File: src/rtl/mem8x8_pkg.sv
// Shared types and defaults for the 8x8 latch-array access controller.
package mem8x8_pkg;

  localparam int unsigned MEM_ADDR_W     = 3;
  localparam int unsigned MEM_DATA_W     = 8;
  localparam int unsigned MEM_ROWS       = 8;
  localparam int unsigned MEM_SETUP_CYC  = 1;
  localparam int unsigned MEM_STROBE_CYC = 2;
  localparam int unsigned MEM_HOLD_CYC   = 1;

  // Upper bounds for the generic row slicing helper.
  localparam int unsigned SLICE_MAX_W = 1024;
  localparam int unsigned WORD_MAX_W  = 64;

  typedef enum logic [2:0] {
    ST_IDLE   = 3'd0,
    ST_SETUP  = 3'd1,
    ST_STROBE = 3'd2,
    ST_HOLD   = 3'd3,
    ST_READ   = 3'd4,
    ST_VERIFY = 3'd5,
    ST_RESP   = 3'd6
  } state_e;

  // Extract row 'row' of a flattened Q bus; caller truncates to its word width.
  function automatic logic [WORD_MAX_W-1:0] row_slice(input logic [SLICE_MAX_W-1:0] q,
                                                      input int unsigned row,
                                                      input int unsigned width);
    logic [SLICE_MAX_W-1:0] sh;
    sh = q >> (row * width);
    return WORD_MAX_W'(sh);
  endfunction

endpackage

File: src/rtl/mem8x8_row_dec.sv
// Address to one-hot row select; all zero when disabled or address out of range.
module mem8x8_row_dec #(
  parameter int unsigned ADDR_W = 3,
  parameter int unsigned ROWS   = 8
) (
  input  logic [ADDR_W-1:0] addr_i,
  input  logic              en_i,
  output logic [ROWS-1:0]   onehot_o
);

  // Rows that do not exist never match, so addr >= ROWS decodes to zero.
  always_comb begin
    onehot_o = '0;
    for (int unsigned r = 0; r < ROWS; r++) begin
      if (en_i && (addr_i == ADDR_W'(r))) onehot_o[r] = 1'b1;
    end
  end

endmodule

File: src/rtl/mem8x8_wr_ctrl.sv
// Read/write controller for the 8x8 latch array with setup/strobe/hold phasing.
// Optional write-verify state enabled by defining MEM8X8_WRITE_VERIFY_EN.
module mem8x8_wr_ctrl
  import mem8x8_pkg::*;
#(
  parameter int unsigned ADDR_W     = MEM_ADDR_W,
  parameter int unsigned DATA_W     = MEM_DATA_W,
  parameter int unsigned ROWS       = MEM_ROWS,
  parameter int unsigned SETUP_CYC  = MEM_SETUP_CYC,
  parameter int unsigned STROBE_CYC = MEM_STROBE_CYC,
  parameter int unsigned HOLD_CYC   = MEM_HOLD_CYC
) (
  input  logic                   clk,
  input  logic                   rst_n,
  input  logic                   req_valid,
  output logic                   req_ready,
  input  logic                   req_we,
  input  logic [ADDR_W-1:0]      req_addr,
  input  logic [DATA_W-1:0]      req_wdata,
  output logic                   rsp_valid,
  output logic [DATA_W-1:0]      rsp_rdata,
  output logic [DATA_W-1:0]      row_data,
  output logic [ROWS-1:0]        row_we,
  input  logic [ROWS*DATA_W-1:0] row_q,
  output logic                   wr_err
);

  localparam int unsigned MAX_PH = (SETUP_CYC > STROBE_CYC)
                                   ? ((SETUP_CYC > HOLD_CYC) ? SETUP_CYC : HOLD_CYC)
                                   : ((STROBE_CYC > HOLD_CYC) ? STROBE_CYC : HOLD_CYC);
  localparam int unsigned CNT_W  = $clog2(MAX_PH) + 1;

  state_e              state_q, state_d;
  logic [CNT_W-1:0]    cnt_q, cnt_d;
  logic [ADDR_W-1:0]   addr_q, addr_d;
  logic [DATA_W-1:0]   row_data_q, row_data_d;
  logic [ROWS-1:0]     row_we_q, row_we_d;
  logic                rsp_valid_q, rsp_valid_d;
  logic [DATA_W-1:0]   rsp_rdata_q, rsp_rdata_d;
  logic                req_ready_q, req_ready_d;
`ifdef MEM8X8_WRITE_VERIFY_EN
  logic                wr_err_q, wr_err_d;
`endif

  logic [ROWS-1:0]     sel_c;
  logic [DATA_W-1:0]   rd_mux_c;

  // Row select shared by the write strobe and the read/verify mux.
  mem8x8_row_dec #(
    .ADDR_W (ADDR_W),
    .ROWS   (ROWS)
  ) u_row_dec (
    .addr_i   (addr_q),
    .en_i     (state_q != ST_IDLE),
    .onehot_o (sel_c)
  );

  // Selected row's Q word, zero when no row is selected.
  always_comb begin
    rd_mux_c = '0;
    for (int unsigned r = 0; r < ROWS; r++) begin
      if (sel_c[r]) rd_mux_c = rd_mux_c | DATA_W'(row_slice(SLICE_MAX_W'(row_q), r, DATA_W));
    end
  end

  // Next-state and registered-output logic.
  always_comb begin
    state_d     = state_q;
    cnt_d       = cnt_q;
    addr_d      = addr_q;
    row_data_d  = row_data_q;
    row_we_d    = row_we_q;
    rsp_valid_d = 1'b0;
    rsp_rdata_d = rsp_rdata_q;
    req_ready_d = req_ready_q;
`ifdef MEM8X8_WRITE_VERIFY_EN
    wr_err_d    = 1'b0;
`endif
    case (state_q)
      ST_IDLE: begin
        if (req_valid && req_ready_q) begin
          addr_d      = req_addr;
          req_ready_d = 1'b0;
          if (req_we) begin
            row_data_d = req_wdata;
            cnt_d      = CNT_W'(SETUP_CYC - 1);
            state_d    = ST_SETUP;
          end else begin
            state_d = ST_READ;
          end
        end
      end
      ST_SETUP: begin
        if (cnt_q == '0) begin
          row_we_d = sel_c;
          cnt_d    = CNT_W'(STROBE_CYC - 1);
          state_d  = ST_STROBE;
        end else begin
          cnt_d = cnt_q - CNT_W'(1);
        end
      end
      ST_STROBE: begin
        if (cnt_q == '0) begin
          row_we_d = '0;
          cnt_d    = CNT_W'(HOLD_CYC - 1);
          state_d  = ST_HOLD;
        end else begin
          cnt_d = cnt_q - CNT_W'(1);
        end
      end
      ST_HOLD: begin
        if (cnt_q == '0) begin
`ifdef MEM8X8_WRITE_VERIFY_EN
          state_d = ST_VERIFY;
`else
          rsp_valid_d = 1'b1;
          state_d     = ST_RESP;
`endif
        end else begin
          cnt_d = cnt_q - CNT_W'(1);
        end
      end
`ifdef MEM8X8_WRITE_VERIFY_EN
      ST_VERIFY: begin
        // Out-of-range writes touch no latch, so there is nothing to verify.
        wr_err_d    = (|sel_c) && (rd_mux_c != row_data_q);
        rsp_valid_d = 1'b1;
        state_d     = ST_RESP;
      end
`endif
      ST_READ: begin
        rsp_rdata_d = rd_mux_c;
        rsp_valid_d = 1'b1;
        state_d     = ST_RESP;
      end
      ST_RESP: begin
        req_ready_d = 1'b1;
        state_d     = ST_IDLE;
      end
      default: begin
        row_we_d    = '0;
        req_ready_d = 1'b1;
        state_d     = ST_IDLE;
      end
    endcase
  end

  // State and output registers.
  always_ff @(posedge clk or negedge rst_n) begin
    if (!rst_n) begin
      state_q     <= ST_IDLE;
      cnt_q       <= '0;
      addr_q      <= '0;
      row_data_q  <= '0;
      row_we_q    <= '0;
      rsp_valid_q <= 1'b0;
      rsp_rdata_q <= '0;
      req_ready_q <= 1'b1;
`ifdef MEM8X8_WRITE_VERIFY_EN
      wr_err_q    <= 1'b0;
`endif
    end else begin
      state_q     <= state_d;
      cnt_q       <= cnt_d;
      addr_q      <= addr_d;
      row_data_q  <= row_data_d;
      row_we_q    <= row_we_d;
      rsp_valid_q <= rsp_valid_d;
      rsp_rdata_q <= rsp_rdata_d;
      req_ready_q <= req_ready_d;
`ifdef MEM8X8_WRITE_VERIFY_EN
      wr_err_q    <= wr_err_d;
`endif
    end
  end

  // Write enables are also gated directly by rst_n so the latches never see a glitch.
  assign row_we    = row_we_q & {ROWS{rst_n}};
  assign row_data  = row_data_q;
  assign rsp_valid = rsp_valid_q;
  assign rsp_rdata = rsp_rdata_q;
  assign req_ready = req_ready_q;
`ifdef MEM8X8_WRITE_VERIFY_EN
  assign wr_err    = wr_err_q;
`else
  assign wr_err    = 1'b0;
`endif

endmodule

File: config.mk
export PLATFORM = sky130hd
export DESIGN_NAME = mem8x8_wr_ctrl
export DESIGN_NICKNAME = d
export VERILOG_FILES = /design/src/rtl/mem8x8_pkg.sv /design/src/rtl/mem8x8_row_dec.sv /design/src/rtl/mem8x8_wr_ctrl.sv
export SDC_FILE = /design/constraint.sdc
export NUM_CORES = 1
export LEC_CHECK = 0
export CAP_MARGIN = 15
export CORE_AREA = 2 2 74 76
export DETAILED_ROUTE_END_ITERATION = 12
export DIE_AREA = 0 0 76 78
export GPL_ROUTABILITY_DRIVEN = 0
export PLACE_DENSITY_LB_ADDON = 0.05
export SYNTH_ARGS = -nofsm -noshare
export SYNTH_HDL_FRONTEND = slang
export SYNTH_SLANG_ARGS = --single-unit
export TNS_END_PERCENT = 100
File: constraint.sdc
create_clock -name clk -period 3.05 [get_ports clk]
set_input_delay 0.4575 -clock clk [delete_from_list [all_inputs] [get_ports clk]]
set_output_delay 0.4575 -clock clk [all_outputs]
set_load 0.03 [all_outputs]
==> run summary, run 1 <==
Critical path
• **Stages on worst setup path** 3
• **terminus of the critical flop-to-flop path** row_we_q[1]$_DFFE_PN0P_
• **flop2flop setup slack** 1.19 ns
• **type of the worst setup path** in -> out
• **cell depth of the worst flop-to-flop path** 5
• **Slowest-stage cell, CP** clkdlybuf4s50_1
• **critical path startpoint** rst_n
• **startpoint type of the worst setup path** input port
• **CP delay by family, top** buffers and inverters
• **endpoint arrival time on the critical path** 1.77 ns
• **maximum cell stage delay along the critical path** 0.67 ns
• **Critical Path, Cell by Cell** buf_2 > and2_1 > clkdlybuf4s50_1
• **critical path required time** 2.59 ns
• **type of destination of the critical path** primary output
• **Critical Path End** row_we[7]
• **Worst R2R Start** cnt_q[0]$_DFFE_PN0P_
• **count of buffering cells on the critical path with inverters included** 2
• **Max Fanout on Critical Path** 26

STA
• **final worst path period share** 73.1%
• **post-route worst hold slack** 0.142 ns
• **final setup vio count** 0
• **hold violation total from the final report** 0
• **Relative slew margins** 59.0%
• **unrepaired setup endpoints after global routing** no
• **final worst path period need** 2.23 ns
• **Setup TNS Final** 0 ns
• **maximum achievable frequency** 0.448 GHz
• **Slew @ Worst Pin** 0.613 ns
• **post-route clock skew** 0.00677 ns
• **fin. max-slew vios** 0

Global route
• **global routing usage on met2** 37.1%
• **most used routing layer** met2
• **Congestion Overflow GR** 0
• **met1 global-route usage** 29.1%
• **total track usage** 22.1%
• **largest net degree at the start of global routing** 27
• **via count of the first global-routing pass** 2024
• **wire length of the first global-routing pass** 10400 microns
• **number of antenna violations at the first check in global routing** 0
• **met3 layer usage reported by global route** 4.88%

Clock tree
• **clock sink count** 34
• **clock tree from TritonCTS** yes
• **number of buffers added by the clock tree synthesis step** 5
• **CTS H-Tree Depth** 2
• **Root Buffer** clkbuf_8
• **Clock Latency Late Sink** 0.29 ns
• **CTS resizes** 0
• **postcts setup bufs** 0
• **buffers from clock root to sink, at most** 2
• **number of hold buffers added after CTS** 0
• **Clock transition at path regs** 0.07 ns

Floorplan
• **Die ar.** 5930 sq um
• **initial core utilization** 42.3%
• **die boundary height** 78 microns
• **count of standard-cell rows** 26
• **top-level I/O count** 106
• **placeable core region** 5040 sq um
• **width of the die** 76 microns

Cells and area
• **combined area of the multi-input logic cells** 1190 sq um
• **count of nets after finishing** 401
• **area growth from synthesis to layout** 54.7%
• **fill count** 451
• **FF+latch area** 852 sq um
• **fraction of layout cells with a size suffix above 1** 14.1%
• **number of diodes** 0

Run status
• **status** completed

Yosys
• **Cells after Synth** 220
• **dominant cells by area after synthesis** dfrtp_1 39%, mux2_2 14%, a21oi_1 4.7%
• **share of the synthesized area in the top cell type** 38.8%
• **share of async-settable or async-resettable flops after synthesis** 100%
• **number of warnings issued by yosys** 0
• **Mapped Avg Cell Area** 9.69 sq um
• **post-synthesis cell type count** 38
• **post-synthesis cell area** 2130 sq um
• **Synth Flop Type** dfrtp_1
• **number of nets in the synthesized netlist** 302
• **Yosys reg bits** 34
• **EDFF count, synth** 0
• **largest area contributor in the netlist** dfrtp_1
• **part of the Yosys area used for sequential elements** 40.0%

Route
• **wire length per cell** 15.5 microns
• **wire length reported by the detailed router** 6060 microns
• **detailed-routing iteration count for the pre-antenna-repair pass** 6
• **DR vias** 2033
• **number of routed nets with antenna violations** 0
• **Avg Vias per Cell** 5.21
• **drc violations** 0
• **violation count after the first detailed-routing iteration** 48

Place
• **post-detailed-placement half-perimeter wirelength** 4750 microns
• **Port Buf Inserts** 104

Job
• **Max Cap Violations** 0

Power
• **peak supply drop** 0.681 mV
• **leakage dissipation** 0.00135 uW
• **total chip power** 2830 uW
• **power density over the cells** 858 nW/um^2

Hold path
• **class of the worst hold path** in -> async

==> per-stage QoR <==
stage | utilization (%) | cells | cell area (sq um) | setup WS, ns
6_report | 65.4 | 390 | 3300 | 0.820
3_5_place_dp | 63.5 | 382 | 3200 | 0.767
4_1_cts | 65.4 | 390 | 3300 | 0.767
2_1_floorplan | - | 220 | 2130 | 1.45
3_3_place_gp | 63.5 | 382 | 3200 | 0.810
5_1_grt | 65.4 | 390 | 3300 | 0.677
==> worst min path at each step <==
stage / startpoint / endpoint / slack, ns
2_1_floorplan: rst_n / addr_q[0]$_DFFE_PN0P_ / 0.16
5_1_grt: rst_n / row_we_q[4]$_DFFE_PN0P_ / 0.18
4_1_cts: rst_n / row_we_q[2]$_DFFE_PN0P_ / 0.16
3_5_place_dp: rst_n / row_we_q[2]$_DFFE_PN0P_ / 0.47
3_3_place_gp: rst_n / addr_q[1]$_DFFE_PN0P_ / 0.46
6_report: rst_n / addr_q[2]$_DFFE_PN0P_ / 0.14
==> cell usage after synthesis, types with 3 or more instances <==
| cell | count |
|---|---|
| a21oi_1 | 20 |
| a22oi_1 | 8 |
| a31oi_1 | 8 |
| and2_1 | 9 |
| buf_2 | 6 |
| buf_4 | 3 |
| clkbuf_1 | 5 |
| dfrtp_1 | 33 |
| ha_1 | 3 |
| inv_1 | 3 |
| mux2_2 | 27 |
| mux2i_1 | 8 |
| nand2_1 | 9 |
| nand2b_1 | 10 |
| nand3_1 | 3 |
| nor2_1 | 17 |
| nor2b_1 | 4 |
| o21ai_0 | 13 |
| o22a_1 | 8 |
==> per-layer routing <==
layer	vias to the layer above	wire, microns
met2	64	2890
met4	0	76
met3	8	299
met5	-	0
met1	965	2790
li1	996	-
==> cells in the final DEF, fill, tap and decap left out, types with 2 or more instances in the layout <==
cell type / count
and3_1: 2
clkdlybuf4s50_1: 103
o21ai_0: 13
clkbuf_8: 6
nand3_1: 3
o21a_1: 2
mux2_2: 27
nand2b_1: 10
mux2i_1: 8
ha_1: 3
inv_1: 3
nand2_1: 9
buf_4: 3
and2_1: 9
a21oi_1: 20
a22o_1: 2
nor2_1: 17
nor2b_1: 4
dfrtp_1: 33
nor3_1: 2
a22oi_1: 8
o22a_1: 8
a31oi_1: 8
==> sequential cells by signal, summed over array words and instances (netlist names) <==
name / cells
row_we_q: 8
state_q: 3
req_ready: 1
cnt_q: 2
addr_q: 3
rsp_rdata: 8
row_data: 8
rsp_valid: 1
==> area by class of cell <==
cell class | instances | share of cell area, %
clock buffer | 6 | 2.50
clock inverter | 2 | 0.380
inverter | 3 | 0.342
multi-input combinational | 168 | 36.2
sequential | 34 | 25.8
tap | 70 | 2.66
timing repair buffer | 107 | 32.1
==> cell families after synthesis <==
group / after synthesis / share of synthesized area (%)
simple gates: 63 / 15.7
buf+inv: 18 / 4.05
mux: 35 / 18.0
compound gates: 65 / 19.9
xor+xnor: 1 / 0.411
fa+ha+maj: 3 / 1.76
other cells: 1 / 0.176
flops: 34 / 40.0
==> report_power, final <==
part           switching, uW  total (uW)  internal [uW]
combinational            842        1620            775
clock                    168         349            181
sequential               223         864            641
(Power assumes the default switching activity.)
==> inputs of run 2 (changes only) <==
Settings changed: CORE_AREA 2 2 74 76 to 2 2 76 78, DIE_AREA 0 0 76 78 to 0 0 78 80.
Clock period 3.05 ns to 2.2 ns, I/O delays scaled along.
==> run 2 against run 1 <==
Effect of this change:
- power grew 47%
- die area grew 5.3%
- via count down 0.25%
- core utilization is 3.5 points lower
- sequential share of layout area decreased by 0.39 points
- non-clock buffer count grew 3
- cell count rose by 1.3%
- clock power increased by 100%
- combinational power rose by 41%
- sequential power up 35%
- clock skew shrank 0.0031 ns
- register-to-register slack worse by 0.78 ns
- critical endpoint is now row_we[6]
- largest cell class unchanged
==> run summary, run 2 (synthesized netlist as in run 1, its figures left out) <==
Floorplan
• **top-level I/O count** 106, unchanged
• **die boundary height** 80 microns, was 78 microns
• **initial core utilization** 39.4%, was 42.3%
• **placeable core region** 5410 sq um, was 5040 sq um
• **count of standard-cell rows** 27, was 26
• **Die ar.** 6240 sq um, was 5930 sq um
• **width of the die** 78 microns, was 76 microns

Critical path
• **startpoint type of the worst setup path** input port, unchanged
• **count of buffering cells on the critical path with inverters included** 3, was 2
• **type of destination of the critical path** primary output, unchanged
• **type of the worst setup path** in -> out, unchanged
• **cell depth of the worst flop-to-flop path** 5, unchanged
• **CP delay by family, top** buffers and inverters, unchanged
• **Critical Path, Cell by Cell** dlygate4sd3_1 > buf_2 > and2_1 > buf_4, was buf_2 > and2_1 > clkdlybuf4s50_1
• **endpoint arrival time on the critical path** 1.61 ns, was 1.77 ns
• **Max Fanout on Critical Path** 23, was 26
• **Slowest-stage cell, CP** dlygate4sd3_1, was clkdlybuf4s50_1
• **maximum cell stage delay along the critical path** 0.54 ns, was 0.67 ns
• **Stages on worst setup path** 4, was 3
• **critical path required time** 1.87 ns, was 2.59 ns

Place
• **post-detailed-placement half-perimeter wirelength** 4670 microns, was 4750 microns
• **Port Buf Inserts** 104, unchanged

Global route
• **wire length of the first global-routing pass** 9750 microns, was 10400 microns
• **met3 layer usage reported by global route** 4.30%, was 4.88%
• **number of antenna violations at the first check in global routing** 0, unchanged
• **most used routing layer** met2, unchanged
• **global routing usage on met2** 33.6%, was 37.1%
• **met1 global-route usage** 24.6%, was 29.1%
• **largest net degree at the start of global routing** 24, was 27
• **total track usage** 19.9%, was 22.1%
• **via count of the first global-routing pass** 2076, was 2024
• **Congestion Overflow GR** 0, unchanged

Route
• **DR vias** 2028, was 2033
• **number of routed nets with antenna violations** 0, unchanged
• **wire length per cell** 15.0 microns, was 15.5 microns
• **detailed-routing iteration count for the pre-antenna-repair pass** 4, was 6
• **drc violations** 0, unchanged
• **violation count after the first detailed-routing iteration** 97, was 48
• **Avg Vias per Cell** 5.13, was 5.21
• **wire length reported by the detailed router** 5940 microns, was 6060 microns

STA
• **hold violation total from the final report** 0, unchanged
• **Slew @ Worst Pin** 0.582 ns, was 0.613 ns
• **final worst path period need** 1.94 ns
• **Relative slew margins** 61.1%, was 59.0%
• **final setup vio count** 0, unchanged
• **fin. max-slew vios** 0, unchanged
• **maximum achievable frequency** 0.516 GHz
• **Setup TNS Final** 0 ns, unchanged
• **post-route clock skew** 0.00370 ns, was 0.00677 ns
• **unrepaired setup endpoints after global routing** no, unchanged
• **final worst path period share** 88.0%

Clock tree
• **Clock transition at path regs** 0.07 ns, about the same
• **CTS H-Tree Depth** 2, unchanged
• **buffers from clock root to sink, at most** 2, unchanged
• **clock tree from TritonCTS** yes, unchanged
• **Root Buffer** clkbuf_8, unchanged
• **number of buffers added by the clock tree synthesis step** 5, unchanged
• **Clock Latency Late Sink** 0.29 ns, about the same
• **clock sink count** 34, unchanged

Cells and area
• **fill count** 491, was 451
• **most used cells in the layout excluding fill and tap cells** 95 x clkdlybuf4s50_1, 33 x dfrtp_1, 27 x mux2_2, was 103 x clkdlybuf4s50_1, 33 x dfrtp_1, 27 x mux2_2
• **final core utilization** 61.9%, was 65.4%
• **most common library cell in the layout ignoring fill and taps** clkdlybuf4s50_1, unchanged
• **area growth from synthesis to layout** 57.1%, was 54.7%
• **number of diodes** 0, unchanged
• **count of nets after finishing** 404, was 401
• **fraction of layout cells with a size suffix above 1** 17.0%, was 14.1%

Hold path
• **class of the worst hold path** reg -> reg, was in -> async
• **depth of the worst hold-timing path** 1

Power
• **power density over the cells** 1240 nW/um^2, was 858 nW/um^2
• **peak supply drop** 0.646 mV, was 0.681 mV
• **leakage dissipation** 0.00140 uW, was 0.00135 uW

Run status
• **status** completed, unchanged

Job
• **Max Cap Violations** 0, unchanged

run 2: changes by cell type in the layout (fill, tap and decap cells not counted), sizes merged:
cell           previous run  this run
buf                       4        14
clkdlybuf4s50           103        95
bufinv                    0         2
clkbuf                    6         5
clkinvlp                  1         0
dlygate4sd3               0         1
run 2: layer usage:
layer  vias to the layer above  share of wire, %
met4                         0               3.1
met2                        81                47
met3                        16               5.3
met5                         -                 0
met1                       939                44
li1                        992                 -
run 2: final timing paths:
kind	start	end	slack, ns
worst min register to register	row_we_q[4]$_DFFE_PN0P_	row_we_q[4]$_DFFE_PN0P_	0.51
min in group asynchronous	rst_n	row_we_q[4]$_DFFE_PN0P_	0.54
worst min-delay path	row_we_q[4]$_DFFE_PN0P_	row_we_q[4]$_DFFE_PN0P_	0.51
worst max-delay path	rst_n	row_we[6]	0.26
worst max register to register	cnt_q[0]$_DFFE_PN0P_	row_we_q[7]$_DFFE_PN0P_	0.41
max in group asynchronous	rst_n	req_ready$_DFFE_PN1P_	0.99
run 2: per-stage QoR:
step           setup WS, ns  hold WS [ns]  power (uW)  instances  instance area, sq um
2_1_floorplan         0.601        0.0344        2690        220                  2130
3_3_place_gp          0.413         0.285        3440        386                  3200
3_5_place_dp          0.386         0.284        3460        386                  3200
4_1_cts               0.221         0.512        4180        395                  3350
5_1_grt               0.146         0.525        4450        395                  3350
6_report              0.263         0.510        4150        395                  3350
run 2: power breakdown:
part	internal (uW)	switching (uW)	total (uW)	leakage [uW]
Clock	454	243	697	0.0000683
Combinational	1090	1190	2280	0.000909
Sequential	889	279	1170	0.000423
Total	2440	1710	4150	0.00140
run 2: area by class of cell:
type | instances | area (sq um) | share of cell area, %
Sequential cell | 34 | 852 | 25.5
Clock buffer | 5 | 68.8 | 2.06
Inverter | 3 | 11.3 | 0.336
Timing Repair Buffer | 110 | 1060 | 31.8
Tap cell | 72 | 90.1 | 2.69
Multi-Input combinational cell | 168 | 1190 | 35.6
Clock inverter | 3 | 68.8 | 2.06
run 2: timing repair:
item | CTS | global route
buffers inserted | 0 | 0
endpoints found under the hold margin | 14 | 0
hold buffers | 1 | 0
resized for setup | 0 | 0
